File: src/rtl/fp_pkg.sv
// rtl/fp_pkg.sv - shared types and constants for the float-to-integer converter
package fp_pkg;

  typedef enum logic [2:0] {
    ST_GET,
    ST_UNPACK,
    ST_SPECIAL,
    ST_ALIGN,
    ST_ROUND,
    ST_PACK,
    ST_PUT
  } state_t;

  localparam logic [2:0] RM_RNE = 3'b000;
  localparam logic [2:0] RM_RTZ = 3'b001;
  localparam logic [2:0] RM_RDN = 3'b010;
  localparam logic [2:0] RM_RUP = 3'b011;
  localparam logic [2:0] RM_RMM = 3'b100;

  localparam int         FP_BIAS    = 127;
  localparam logic [7:0] FP_EXP_MAX = 8'd255;

  localparam logic [31:0] INT_MAX  = 32'h7FFF_FFFF;
  localparam logic [31:0] INT_MIN  = 32'h8000_0000;
  localparam logic [31:0] UINT_MAX = 32'hFFFF_FFFF;

  // Saturation value for infinities and out-of-range magnitudes.
  function automatic logic [31:0] sat_value(input logic sign, input logic is_signed);
    if (is_signed) return sign ? INT_MIN : INT_MAX;
    else           return sign ? 32'd0   : UINT_MAX;
  endfunction

endpackage

File: src/rtl/fp_to_int_converter_if.sv
// rtl/fp_to_int_converter_if.sv - operand and result strobe/ack handshake bundle
interface fp_to_int_converter_if;
  logic [31:0] in_val;
  logic [2:0]  in_rm;
  logic        in_signed;
  logic        in_val_stb;
  logic        in_val_ack;
  logic [31:0] out_int;
  logic        out_nv;
  logic        out_nx;
  logic        out_int_stb;
  logic        out_int_ack;

  modport master (
    output in_val, in_rm, in_signed, in_val_stb, out_int_ack,
    input  in_val_ack, out_int, out_nv, out_nx, out_int_stb
  );

  modport slave (
    input  in_val, in_rm, in_signed, in_val_stb, out_int_ack,
    output in_val_ack, out_int, out_nv, out_nx, out_int_stb
  );
endinterface

File: src/rtl/fp2int_round_sat.sv
// rtl/fp2int_round_sat.sv - rounding increment, range saturation and NV/NX flags
module fp2int_round_sat
  import fp_pkg::*;
(
  input  logic [32:0] mag,
  input  logic        guard,
  input  logic        sticky,
  input  logic        sign,
  input  logic [2:0]  rm,
  input  logic        is_signed,
  output logic [31:0] result,
  output logic        nv,
  output logic        nx
);

  logic        inc;
  logic        rne_inc;
  logic [32:0] rmag;

  assign rne_inc = guard & (sticky | mag[0]);

  always_comb begin
    inc = rne_inc;
    case (rm)
      RM_RNE:  inc = rne_inc;
      RM_RTZ:  inc = 1'b0;
      RM_RDN:  inc = (guard | sticky) & sign;
      RM_RUP:  inc = (guard | sticky) & ~sign;
      RM_RMM:  inc = guard;
      default: inc = rne_inc;
    endcase
  end

  // Magnitude never exceeds 32 bits before rounding, so the 33-bit sum cannot wrap.
  assign rmag = mag + {32'd0, inc};

  always_comb begin
    nv     = 1'b0;
    result = rmag[31:0];
    if (is_signed) begin
      if (!sign && rmag > {1'b0, INT_MAX}) begin
        result = INT_MAX;
        nv     = 1'b1;
      end else if (sign && rmag > {1'b0, INT_MIN}) begin
        result = INT_MIN;
        nv     = 1'b1;
      end else begin
        result = sign ? (~rmag[31:0] + 32'd1) : rmag[31:0];
      end
    end else begin
      if (!sign && rmag[32]) begin
        result = UINT_MAX;
        nv     = 1'b1;
      end else if (sign && rmag != 33'd0) begin
        result = 32'd0;
        nv     = 1'b1;
      end
    end
    nx = (guard | sticky) & ~nv;
  end

endmodule

File: src/rtl/fp_to_int_converter.sv
// rtl/fp_to_int_converter.sv - IEEE single to 32-bit integer, FCVT.W.S / FCVT.WU.S semantics
module fp_to_int_converter
  import fp_pkg::*;
#(
  parameter int MAX_RSHIFT = 24
) (
  input  logic                  clk,
  input  logic                  reset,
  fp_to_int_converter_if.slave  bus
);

  localparam logic signed [9:0] ALIGN_EXP = 10'sd23;
  localparam logic signed [9:0] OVF_EXP   = 10'sd32;
  localparam logic signed [9:0] MIN_EXP   = 10'(23 - MAX_RSHIFT);

  state_t             state_q, state_d;
  logic [31:0]        val_q, val_d;
  logic [2:0]         rm_q, rm_d;
  logic               signed_q, signed_d;
  logic               sign_q, sign_d;
  logic signed [9:0]  exp_q, exp_d;
  logic [23:0]        sig_q, sig_d;
  logic [32:0]        mag_q, mag_d;
  logic               guard_q, guard_d, sticky_q, sticky_d;
  logic [31:0]        res_q, res_d;
  logic               res_nv_q, res_nv_d, res_nx_q, res_nx_d;
  logic               ack_q, ack_d, stb_q, stb_d;
  logic [31:0]        int_q, int_d;
  logic               nv_q, nv_d, nx_q, nx_d;

  logic [31:0]        rs_result;
  logic               rs_nv, rs_nx;
  logic               exp_all1, mant_nz, exp_zero;

  assign exp_all1 = (val_q[30:23] == FP_EXP_MAX);
  assign exp_zero = (val_q[30:23] == 8'd0);
  assign mant_nz  = |val_q[22:0];

  fp2int_round_sat u_round_sat (
    .mag       (mag_q),
    .guard     (guard_q),
    .sticky    (sticky_q),
    .sign      (sign_q),
    .rm        (rm_q),
    .is_signed (signed_q),
    .result    (rs_result),
    .nv        (rs_nv),
    .nx        (rs_nx)
  );

  always_comb begin
    state_d  = state_q;
    val_d    = val_q;
    rm_d     = rm_q;
    signed_d = signed_q;
    sign_d   = sign_q;
    exp_d    = exp_q;
    sig_d    = sig_q;
    mag_d    = mag_q;
    guard_d  = guard_q;
    sticky_d = sticky_q;
    res_d    = res_q;
    res_nv_d = res_nv_q;
    res_nx_d = res_nx_q;
    ack_d    = ack_q;
    stb_d    = stb_q;
    int_d    = int_q;
    nv_d     = nv_q;
    nx_d     = nx_q;
    case (state_q)
      ST_GET: begin
        ack_d = 1'b1;
        if (ack_q && bus.in_val_stb) begin
          val_d    = bus.in_val;
          rm_d     = bus.in_rm;
          signed_d = bus.in_signed;
          ack_d    = 1'b0;
          state_d  = ST_UNPACK;
        end
      end
      ST_UNPACK: begin
        sign_d  = val_q[31];
        exp_d   = 10'({2'b00, val_q[30:23]}) - 10'(FP_BIAS);
        sig_d   = {~exp_zero, val_q[22:0]};
        state_d = ST_SPECIAL;
      end
      ST_SPECIAL: begin
        stb_d   = 1'b1;
        nx_d    = 1'b0;
        state_d = ST_PUT;
        if (exp_all1 && mant_nz) begin
          int_d = sat_value(1'b0, signed_q);
          nv_d  = 1'b1;
        end else if (exp_all1 || exp_q >= OVF_EXP) begin
          int_d = sat_value(sign_q, signed_q);
          nv_d  = 1'b1;
        end else if (val_q[30:0] == 31'd0) begin
          int_d = 32'd0;
          nv_d  = 1'b0;
        end else begin
          stb_d = 1'b0;
          // Too far below 1.0 to walk bit by bit: the value is all sticky.
          if (exp_zero || exp_q < MIN_EXP) begin
            mag_d    = 33'd0;
            guard_d  = 1'b0;
            sticky_d = 1'b1;
            state_d  = ST_ROUND;
          end else begin
            mag_d    = {9'd0, sig_q};
            guard_d  = 1'b0;
            sticky_d = 1'b0;
            state_d  = (exp_q == ALIGN_EXP) ? ST_ROUND : ST_ALIGN;
          end
        end
      end
      ST_ALIGN: begin
        if (exp_q > ALIGN_EXP) begin
          mag_d = {mag_q[31:0], 1'b0};
          exp_d = exp_q - 10'sd1;
        end else begin
          sticky_d = sticky_q | guard_q;
          guard_d  = mag_q[0];
          mag_d    = {1'b0, mag_q[32:1]};
          exp_d    = exp_q + 10'sd1;
        end
        if (exp_d == ALIGN_EXP) state_d = ST_ROUND;
      end
      ST_ROUND: begin
        res_d    = rs_result;
        res_nv_d = rs_nv;
        res_nx_d = rs_nx;
        state_d  = ST_PACK;
      end
      ST_PACK: begin
        int_d   = res_q;
        nv_d    = res_nv_q;
        nx_d    = res_nx_q;
        stb_d   = 1'b1;
        state_d = ST_PUT;
      end
      ST_PUT: begin
        if (bus.out_int_ack) begin
          stb_d   = 1'b0;
          state_d = ST_GET;
        end
      end
      default: state_d = ST_GET;
    endcase
  end

  always_ff @(posedge clk) begin
    if (reset) begin
      state_q <= ST_GET;
      ack_q   <= 1'b0;
      stb_q   <= 1'b0;
      int_q   <= 32'd0;
      nv_q    <= 1'b0;
      nx_q    <= 1'b0;
    end else begin
      state_q <= state_d;
      ack_q   <= ack_d;
      stb_q   <= stb_d;
      int_q   <= int_d;
      nv_q    <= nv_d;
      nx_q    <= nx_d;
    end
  end

  always_ff @(posedge clk) begin
    val_q    <= val_d;
    rm_q     <= rm_d;
    signed_q <= signed_d;
    sign_q   <= sign_d;
    exp_q    <= exp_d;
    sig_q    <= sig_d;
    mag_q    <= mag_d;
    guard_q  <= guard_d;
    sticky_q <= sticky_d;
    res_q    <= res_d;
    res_nv_q <= res_nv_d;
    res_nx_q <= res_nx_d;
  end

  assign bus.in_val_ack  = ack_q;
  assign bus.out_int_stb = stb_q;
  assign bus.out_int     = int_q;
  assign bus.out_nv      = nv_q;
  assign bus.out_nx      = nx_q;

endmodule

File: src/flat_wrapper.sv
// flat-port wrapper written by rule: the top's interface ports become plain ports
module fp_to_int_converter_flat import fp_pkg::*;
#(
  parameter int MAX_RSHIFT = 24
)
  (clk, reset, bus_in_val, bus_in_rm, bus_in_signed, bus_in_val_stb, bus_out_int_ack, bus_in_val_ack, bus_out_int, bus_out_nv, bus_out_nx, bus_out_int_stb);
  fp_to_int_converter_if bus_i ();
  input  logic clk;
  input  logic reset;
  input wire logic [$bits(bus_i.in_val)-1:0] bus_in_val;
  input wire logic [$bits(bus_i.in_rm)-1:0] bus_in_rm;
  input wire logic [$bits(bus_i.in_signed)-1:0] bus_in_signed;
  input wire logic [$bits(bus_i.in_val_stb)-1:0] bus_in_val_stb;
  input wire logic [$bits(bus_i.out_int_ack)-1:0] bus_out_int_ack;
  output wire logic [$bits(bus_i.in_val_ack)-1:0] bus_in_val_ack;
  output wire logic [$bits(bus_i.out_int)-1:0] bus_out_int;
  output wire logic [$bits(bus_i.out_nv)-1:0] bus_out_nv;
  output wire logic [$bits(bus_i.out_nx)-1:0] bus_out_nx;
  output wire logic [$bits(bus_i.out_int_stb)-1:0] bus_out_int_stb;
  assign bus_i.in_val = bus_in_val;
  assign bus_i.in_rm = bus_in_rm;
  assign bus_i.in_signed = bus_in_signed;
  assign bus_i.in_val_stb = bus_in_val_stb;
  assign bus_i.out_int_ack = bus_out_int_ack;
  assign bus_in_val_ack = bus_i.in_val_ack;
  assign bus_out_int = bus_i.out_int;
  assign bus_out_nv = bus_i.out_nv;
  assign bus_out_nx = bus_i.out_nx;
  assign bus_out_int_stb = bus_i.out_int_stb;
  fp_to_int_converter #(.MAX_RSHIFT(MAX_RSHIFT)) u_core (.clk(clk), .reset(reset), .bus(bus_i));
endmodule
File: config.mk
export PLATFORM = sky130hd
export DESIGN_NAME = fp_to_int_converter_flat
export DESIGN_NICKNAME = d
export VERILOG_FILES = /design/src/rtl/fp_pkg.sv /design/src/rtl/fp_to_int_converter_if.sv /design/src/rtl/fp2int_round_sat.sv /design/src/rtl/fp_to_int_converter.sv /design/src/flat_wrapper.sv
export SDC_FILE = /design/constraint.sdc
export NUM_CORES = 1
export LEC_CHECK = 0
export ABC_AREA = 0
export BUFFER_PORTS_ARGS = -buffer_cell sky130_fd_sc_hd__buf_4
export CORE_UTILIZATION = 40
export CTS_CLUSTER_SIZE = 10
export DETAILED_ROUTE_END_ITERATION = 12
export SLEW_MARGIN = 0
export SYNTH_ARGS = -nofsm -noshare
export SYNTH_HDL_FRONTEND = slang
export SYNTH_SLANG_ARGS = --single-unit
export TNS_END_PERCENT = 30
File: constraint.sdc
create_clock -name clk -period 4.7 [get_ports clk]
set_input_delay 0.94 -clock clk [delete_from_list [all_inputs] [get_ports clk]]
set_output_delay 0.94 -clock clk [all_outputs]
set_load 0.03 [all_outputs]
==> flow_summary.yaml, run 1 <==
yosys:
  mappedNetlistNets: 1068
  synth_edf_count: 140
  synth-async-reset-ratio: 0
  syn_inst: 1010
  synth_warnings: 0
  syn_area_per_cell_um2: 9.883
  synth.distinct_cells: 74
  synth-seq-cells: 179
  synthFlopType: "edfxtp_1"
  synth-seq-area-share: 0.4994
  netlist_area_um2: 9982
placement:
  io_buffers: 75
  gp_congestion: 0.8664
  placed_area_um2: 10900
  dp_hpwl_um: 16670
cts:
  cts_root_buffer: "clkbuf_16"
  numCtsBuffers: 17
  clockBufferDepth: 2
  ctsHtreeMaxLevel: 4
  clkTransAtPathRegs_ps: 70
  ctsHoldBuffers: 0
  cts_tree: "built"
  clock_latency_ps: 440
  cts_sinks: 179
routing:
  dr.first_iter.drc_count: 661
  vias_per_cell: 5.611
  dr_total_vias: 7856
  postRouteAntennaNets: 0
  drc: 0
  drt-total-wl_um: 23430
  routedWlPerCell_um: 16.74
  drtPass1Iterations: 7
grt:
  grt_pass1_wl_um: 38500
  grt_pass1_vias: 7122
  antenna_found_initial: 0
  grtUsageTotal: 0.1880
  grt.overflow.total: 0
  grt_start_max_net_pins: 66
worst_hold_path:
  hold_path.class: "flip-flop to flip-flop"
timing:
  drv_slew: 0
  maxClockFrequency_mhz: 227.0
  tightest_slew_ps: 1193
  max_slew_margin: 0.2044
  hold_viol: 0
  rsz0062_at_grt: "false"
  layout_min_cycle_time_ps: 4405
  period_share: 0.9372
  finalSetupViolations: 0
  fin_skew_ps: 11.72
  finalSetupTns_ps: 0
setup_path:
  path_cells: "xnor2_1, nor3b_1, a21oi_1, nor2_1, ha_1, nand3_2, or4_4, or4_1, xor2_2, nand2_1, or4b_2, o21a_2, buf_12, a211oi_1"
  crit_type: "flip-flop to flip-flop"
  cp_max_fo: 12
  required_ps: 4950
  critPathLaunchType: "flip-flop"
  arrival_ps: 4660
  slowest_delay_ps: 650
  crit_path_top_delay_cell: "or4b_2"
  end_kind: "flip-flop"
final_layout:
  final_cell_area_um2: 11560
  nFillCells: 2323
  multi_input_area_um2: 4611
  regArea_um2: 4985
  syn_to_final_growth_pct: 15.82
  antenna_cells: 0
  layout-drive-gt1-share: 0.1673
  finalNetCount: 1121
floorplan:
  coreArea_um2: 24390
  rows: 57
  fp.dieH_um: 160.0
  dieArea_um2: 25590
  start_util: 0.4093
  io_pins: 76
  die_w_um: 160.0
power_and_ir_drop:
  sw_frac_of_total: 0.3804
  p_leak_nw: 4.118
  power_density_nw_per_um2: 541.4
  power_frac_comb: 0.358
  power.internal_w: 0.003878
  net-switching-power_w: 0.002381
  pwr-share-seq: 0.406
  vdd_drop_max_v: 0.0002218
  pwr-share-clk: 0.236
flow_run:
  max_cap_viol_count: 0
status:
  outcome: "finished, final reports clean"
[what timing repair did]
action,4_1_cts,5_1_grt
resized for setup,0,9
setup endpoints to repair,0,34
buffers inserted,0,1
endpoints found under the hold margin,0,0
[cell type report]
type                       count  share of cell area
inverter                      26            0.008442
multi-input combinational    729              0.3988
clock inverter                15             0.01613
clock buffer                  17             0.03680
sequential                   179              0.4312
timing repair buffer         110             0.07359
tap                          324             0.03506
[path summary, 6_finish.rpt]
check / end / slack [ps] / startpoint / cells past startpoint
hold / removal: u_core.sig_q[8] / 450 / u_core.val_q[8] / 0
hold reg to reg: u_core.sig_q[8] / 450 / u_core.val_q[8] / 0
setup reg to reg: u_core.res_q[7] / 300 / u_core.rm_q[0] / 14
setup / recovery: u_core.res_q[7] / 300 / u_core.rm_q[0] / 14
[state kept, by name, indices dropped and copies added (netlist names)]
register                flops
u_core.bus.in_val_ack       1
u_core.bus.out_int         32
u_core.bus.out_int_stb      1
u_core.bus.out_nv           1
u_core.bus.out_nx           1
u_core.exp_q               10
u_core.guard_q              1
u_core.mag_q               33
u_core.res_nv_q             1
u_core.res_nx_q             1
u_core.res_q               32
u_core.rm_q                 3
u_core.sig_q               24
u_core.sign_q               1
u_core.signed_q             1
u_core.state_q              3
u_core.sticky_q             1
u_core.val_q               32
[cell usage in the layout, fill, tap and decap left out, drive strengths merged, types with 10 or more instances in the layout]
cell type | Yosys | layout
clkbuf | 55 | 17
a21oi | 56 | 56
nor4 | 18 | 18
xor2 | 18 | 18
and2 | 14 | 14
xnor2 | 26 | 26
nand2 | 117 | 117
nor2 | 59 | 59
dfxtp | 39 | 39
nand2b | 18 | 18
nand4 | 27 | 27
ha | 17 | 17
a211oi | 23 | 23
mux2i | 33 | 33
and3 | 13 | 13
nor3 | 25 | 25
a31oi | 37 | 37
a21o | 12 | 12
nand3 | 61 | 61
or4 | 10 | 10
inv | 25 | 33
buf | 21 | 110
o22ai | 26 | 26
edfxtp | 140 | 140
o21ai | 46 | 46
[synth_stat cells, drive strengths merged (4+ instances only)]
cell type    n  area (um^2)
or2          5        31.28
nor2        59        221.5
xor2        18        165.2
a41oi        5        51.30
ha          17        212.7
buf         21        143.9
o22ai       26        162.7
and2        14        87.58
dfxtp       39        780.8
edfxtp     140         4204
o31a         4        35.03
and3        13        81.33
nand4       27        183.9
nor3        25        125.1
o21a         4        30.03
nand2b      18        112.6
a21o        12        90.09
nand3       61        327.8
nor4        18        125.1
a211oi      23        182.7
a31oi       37        231.5
a221oi       4        53.80
o31ai        5        37.54
or4         10        86.33
mux2i       33        330.3
o211ai       4        30.03
inv         25        93.84
a21oi       56        280.3
clkbuf      55        207.7
and4         4        35.03
nand2      117        441.7
xnor2       26        227.7
o21ai       46        241.5
[power groups by stage]
stage	sequential [W]	combinational, W	clock [W]
floorplan	0.00244	0.00169	0
global placement	0.00256	0.00220	0
detailed placement	0.00257	0.00221	0
CTS	0.00254	0.00222	0.00151
global route	0.00260	0.00248	0.00157
finish	0.00254	0.00224	0.00147
[per-stage QoR]
step | total power (W) | util | cells | worst slack (ps) | hold WS, ps
floorplan | 0.004133 | - | 1010 | 18.50 | 400.3
global placement | 0.004762 | 0.4470 | 1367 | 143.3 | 431.2
detailed placement | 0.004776 | 0.4470 | 1367 | 48.82 | 435.1
CTS | 0.006269 | 0.4721 | 1399 | 8.581 | 452.4
global route | 0.006653 | 0.4740 | 1400 | 9.952 | 457.7
finish | 0.006259 | 0.4740 | 1400 | 295.2 | 449.3
[worst max-delay path: cells and delay by family (launching register included)]
kind | cells | cell delay, ps
xor+xnor | 2 | 350
simple gates | 7 | 2420
flops | 1 | 410
fa+ha+maj | 1 | 230
buf+inv | 1 | 190
compound gates | 3 | 600
[logic make-up after synthesis]
| logic type | after synthesis | synth area share |
|---|---|---|
| flops | 179 | 0.4994 |
| buf+inv | 102 | 0.04500 |
| simple gates | 383 | 0.1949 |
| mux | 33 | 0.03309 |
| xor+xnor | 44 | 0.03936 |
| compound gates | 251 | 0.1650 |
| fa+ha+maj | 18 | 0.02331 |
[metal layers]
metal  routed length, um  vias to the layer above  track usage  share of wire
met4                 469                        0      0.06277          0.020
met3                1011                       35      0.03558          0.043
met5                   0                        -            0              0
li1                    -                     3900            -              -
met2               10150                      226       0.2765           0.43
met1               11800                     3695       0.2762           0.50
Note: power is estimated with default switching activity, not from simulation.
==> run 2, diff against run 1 <==
--- a/config.mk
+++ b/config.mk
@@ -9,3 +9,3 @@
 export BUFFER_PORTS_ARGS = -buffer_cell sky130_fd_sc_hd__buf_4
-export CORE_UTILIZATION = 40
+export CORE_UTILIZATION = 45
 export CTS_CLUSTER_SIZE = 10
--- a/constraint.sdc
+++ b/constraint.sdc
@@ -3,2 +3,2 @@
 set_output_delay 0.94 -clock clk [all_outputs]
-set_load 0.03 [all_outputs]
+set_load 0.005 [all_outputs]
==> flow_summary.yaml, run 2 (synthesis gave the netlist of run 1 again) <==
final_layout:
  regArea_um2: 4985
  largest_register_ffs: 33
  multi_input_area_um2: 4586
  final_cell_area_um2: 11440
  finalCoreUtilization: 0.5261
  final_cell_count_no_fill: 1355
  antenna_cells: 0
  layout-drive-gt1-share: 0.1600
  layout_commonest_cell: "edfxtp_1"
  syn_to_final_growth_pct: 14.65
  mostFrequentLayoutCells: "140 x edfxtp_1, 115 x nand2_1, 108 x buf_4"
  top_register: "u_core.mag_q"
  finalNetCount: 1120
  nFillCells: 2054
placement:
  io_buffers: 75
  placed_area_um2: 10840
  post-place-cells: 1323
  dp_hpwl_um: 16430
  gp_congestion: 0.8936
timing:
  layout_min_cycle_time_ps: 4449
  maxClockFrequency_mhz: 224.8
  fin_skew_ps: 11.97
  max_slew_margin: 0.3210
  hold_viol: 0
  finalSetupViolations: 0
  drv_slew: 0
  period_share: 0.9466
  whs_ps: 452.7
  rsz0062_at_grt: "true"
  tightest_slew_ps: 1016
setup_path:
  arrival_ps: 4700
  timing.rr.end: "u_core.res_q[30]"
  cp_max_fo: 23
  reg2reg_depth: 13
  worstReg2RegStart: "u_core.rm_q[0]"
  crit_type: "flip-flop to flip-flop"
  critPathLaunchType: "flip-flop"
  required_ps: 4950
  end_kind: "flip-flop"
  regToRegSetupSlack_ps: 250
worst_hold_path:
  worstHoldPathCells: 0
  hp-start: "u_core.val_q[3]"
  worstHoldEndpoint: "u_core.sig_q[3]"
  hold_path.class: "flip-flop to flip-flop"
routing:
  drt-total-wl_um: 23380
  postRouteAntennaNets: 0
  routedWlPerCell_um: 17.26
  drc: 0
  drtPass1Iterations: 5
  dr.first_iter.drc_count: 561
  vias_per_cell: 5.773
  dr_total_vias: 7823
grt:
  grtUsageTotal: 0.2115
  grt_pass1_wl_um: 37310
  grt.overflow.total: 0
  antenna_found_initial: 0
  grt_pass1_vias: 7000
  grt_start_max_net_pins: 66
power_and_ir_drop:
  vdd_drop_max_v: 0.0002840
  power_density_nw_per_um2: 536.2
  net-switching-power_w: 0.002289
  p_leak_nw: 4.086
  pwr-share-clk: 0.236
  sw_frac_of_total: 0.3729
  power_frac_comb: 0.350
  power.internal_w: 0.003848
  pwr-share-seq: 0.414
floorplan:
  start_util: 0.4588
  coreArea_um2: 21760
  die_w_um: 150.9
  fp.dieH_um: 150.9
  rows: 54
  io_pins: 76
  dieArea_um2: 22780
cts:
  clock_latency_ps: 440
  clockBufferDepth: 2
  cts_tree: "built"
  cts_root_buffer: "clkbuf_16"
  clkTransAtPathRegs_ps: 70
  cts_sinks: 179
  ctsHoldBuffers: 0
  ctsHtreeMaxLevel: 4
  numCtsBuffers: 17
status:
  outcome: "finished, final reports clean"
flow_run:
  max_cap_viol_count: 0
==> run 2: power by group through the flow <==
stage	logic [W]	clock network, W	registers [W]
2_1_floorplan	0.00169	0	0.00237
3_3_place_gp	0.00211	0	0.00257
3_5_place_dp	0.00212	0	0.00257
4_1_cts	0.00214	0.00148	0.00254
5_1_grt	0.00238	0.00153	0.00259
6_report	0.00215	0.00145	0.00254
==> run 2: worst max-delay path by stage <==
stage / end / startpoint / cells past startpoint
3_3_place_gp: u_core.res_q[30] / u_core.mag_q[0] / 15
2_1_floorplan: u_core.res_q[14] / u_core.sign_q / 17
3_5_place_dp: u_core.res_q[30] / u_core.mag_q[0] / 15
5_1_grt: u_core.res_q[3] / u_core.rm_q[0] / 14
4_1_cts: u_core.res_q[30] / u_core.rm_q[0] / 13
6_report: u_core.res_q[30] / u_core.rm_q[0] / 13
==> run 2: stage by stage <==
stage / worst slack, ps / TNS, ps / total power, W
floorplan: 18.50 / 0 / 0.004060
global placement: 145.8 / 0 / 0.004677
detailed placement: 1.985 / 0 / 0.004692
CTS: 56.33 / 0 / 0.006156
global route: -49.60 / -182.4 / 0.006498
finish: 250.8 / 0 / 0.006137
==> run 2: what timing repair did <==
action | in CTS | in global routing
setup endpoints to repair | 14 | 30
resized for setup | 1 | 3
buffers inserted | 0 | 0
cloned | 0 | 0
==> run 2: worst max-delay path: stages (launching register included) <==
cell	delay [ps]
edfxtp_1	410
xnor2_1	140
nor3b_1	180
a21oi_1	60
nor2_1	90
ha_1	290
nand3_2	180
or4_4	630
or4_1	440
xor2_1	200
nand4_1	230
or4b_2	720
o21a_2	400
a211oi_1	300
==> run 2: area by class of cell <==
cell class                      instances  area share
Inverter                               26    0.008527
Timing Repair Buffer                  109     0.07259
Sequential cell                       179      0.4356
Tap cell                              280     0.03061
Clock buffer                           17     0.03717
Multi-Input combinational cell        729      0.4007
Clock inverter                         15     0.01487
==> run 2: layer usage <==
layer,share of wire,global-route usage,up-vias
li1,-,-,3893
met1,0.49,0.3058,3671
met2,0.45,0.3243,237
met3,0.046,0.03283,22
met4,0.015,0.06600,0
met5,0,0,-
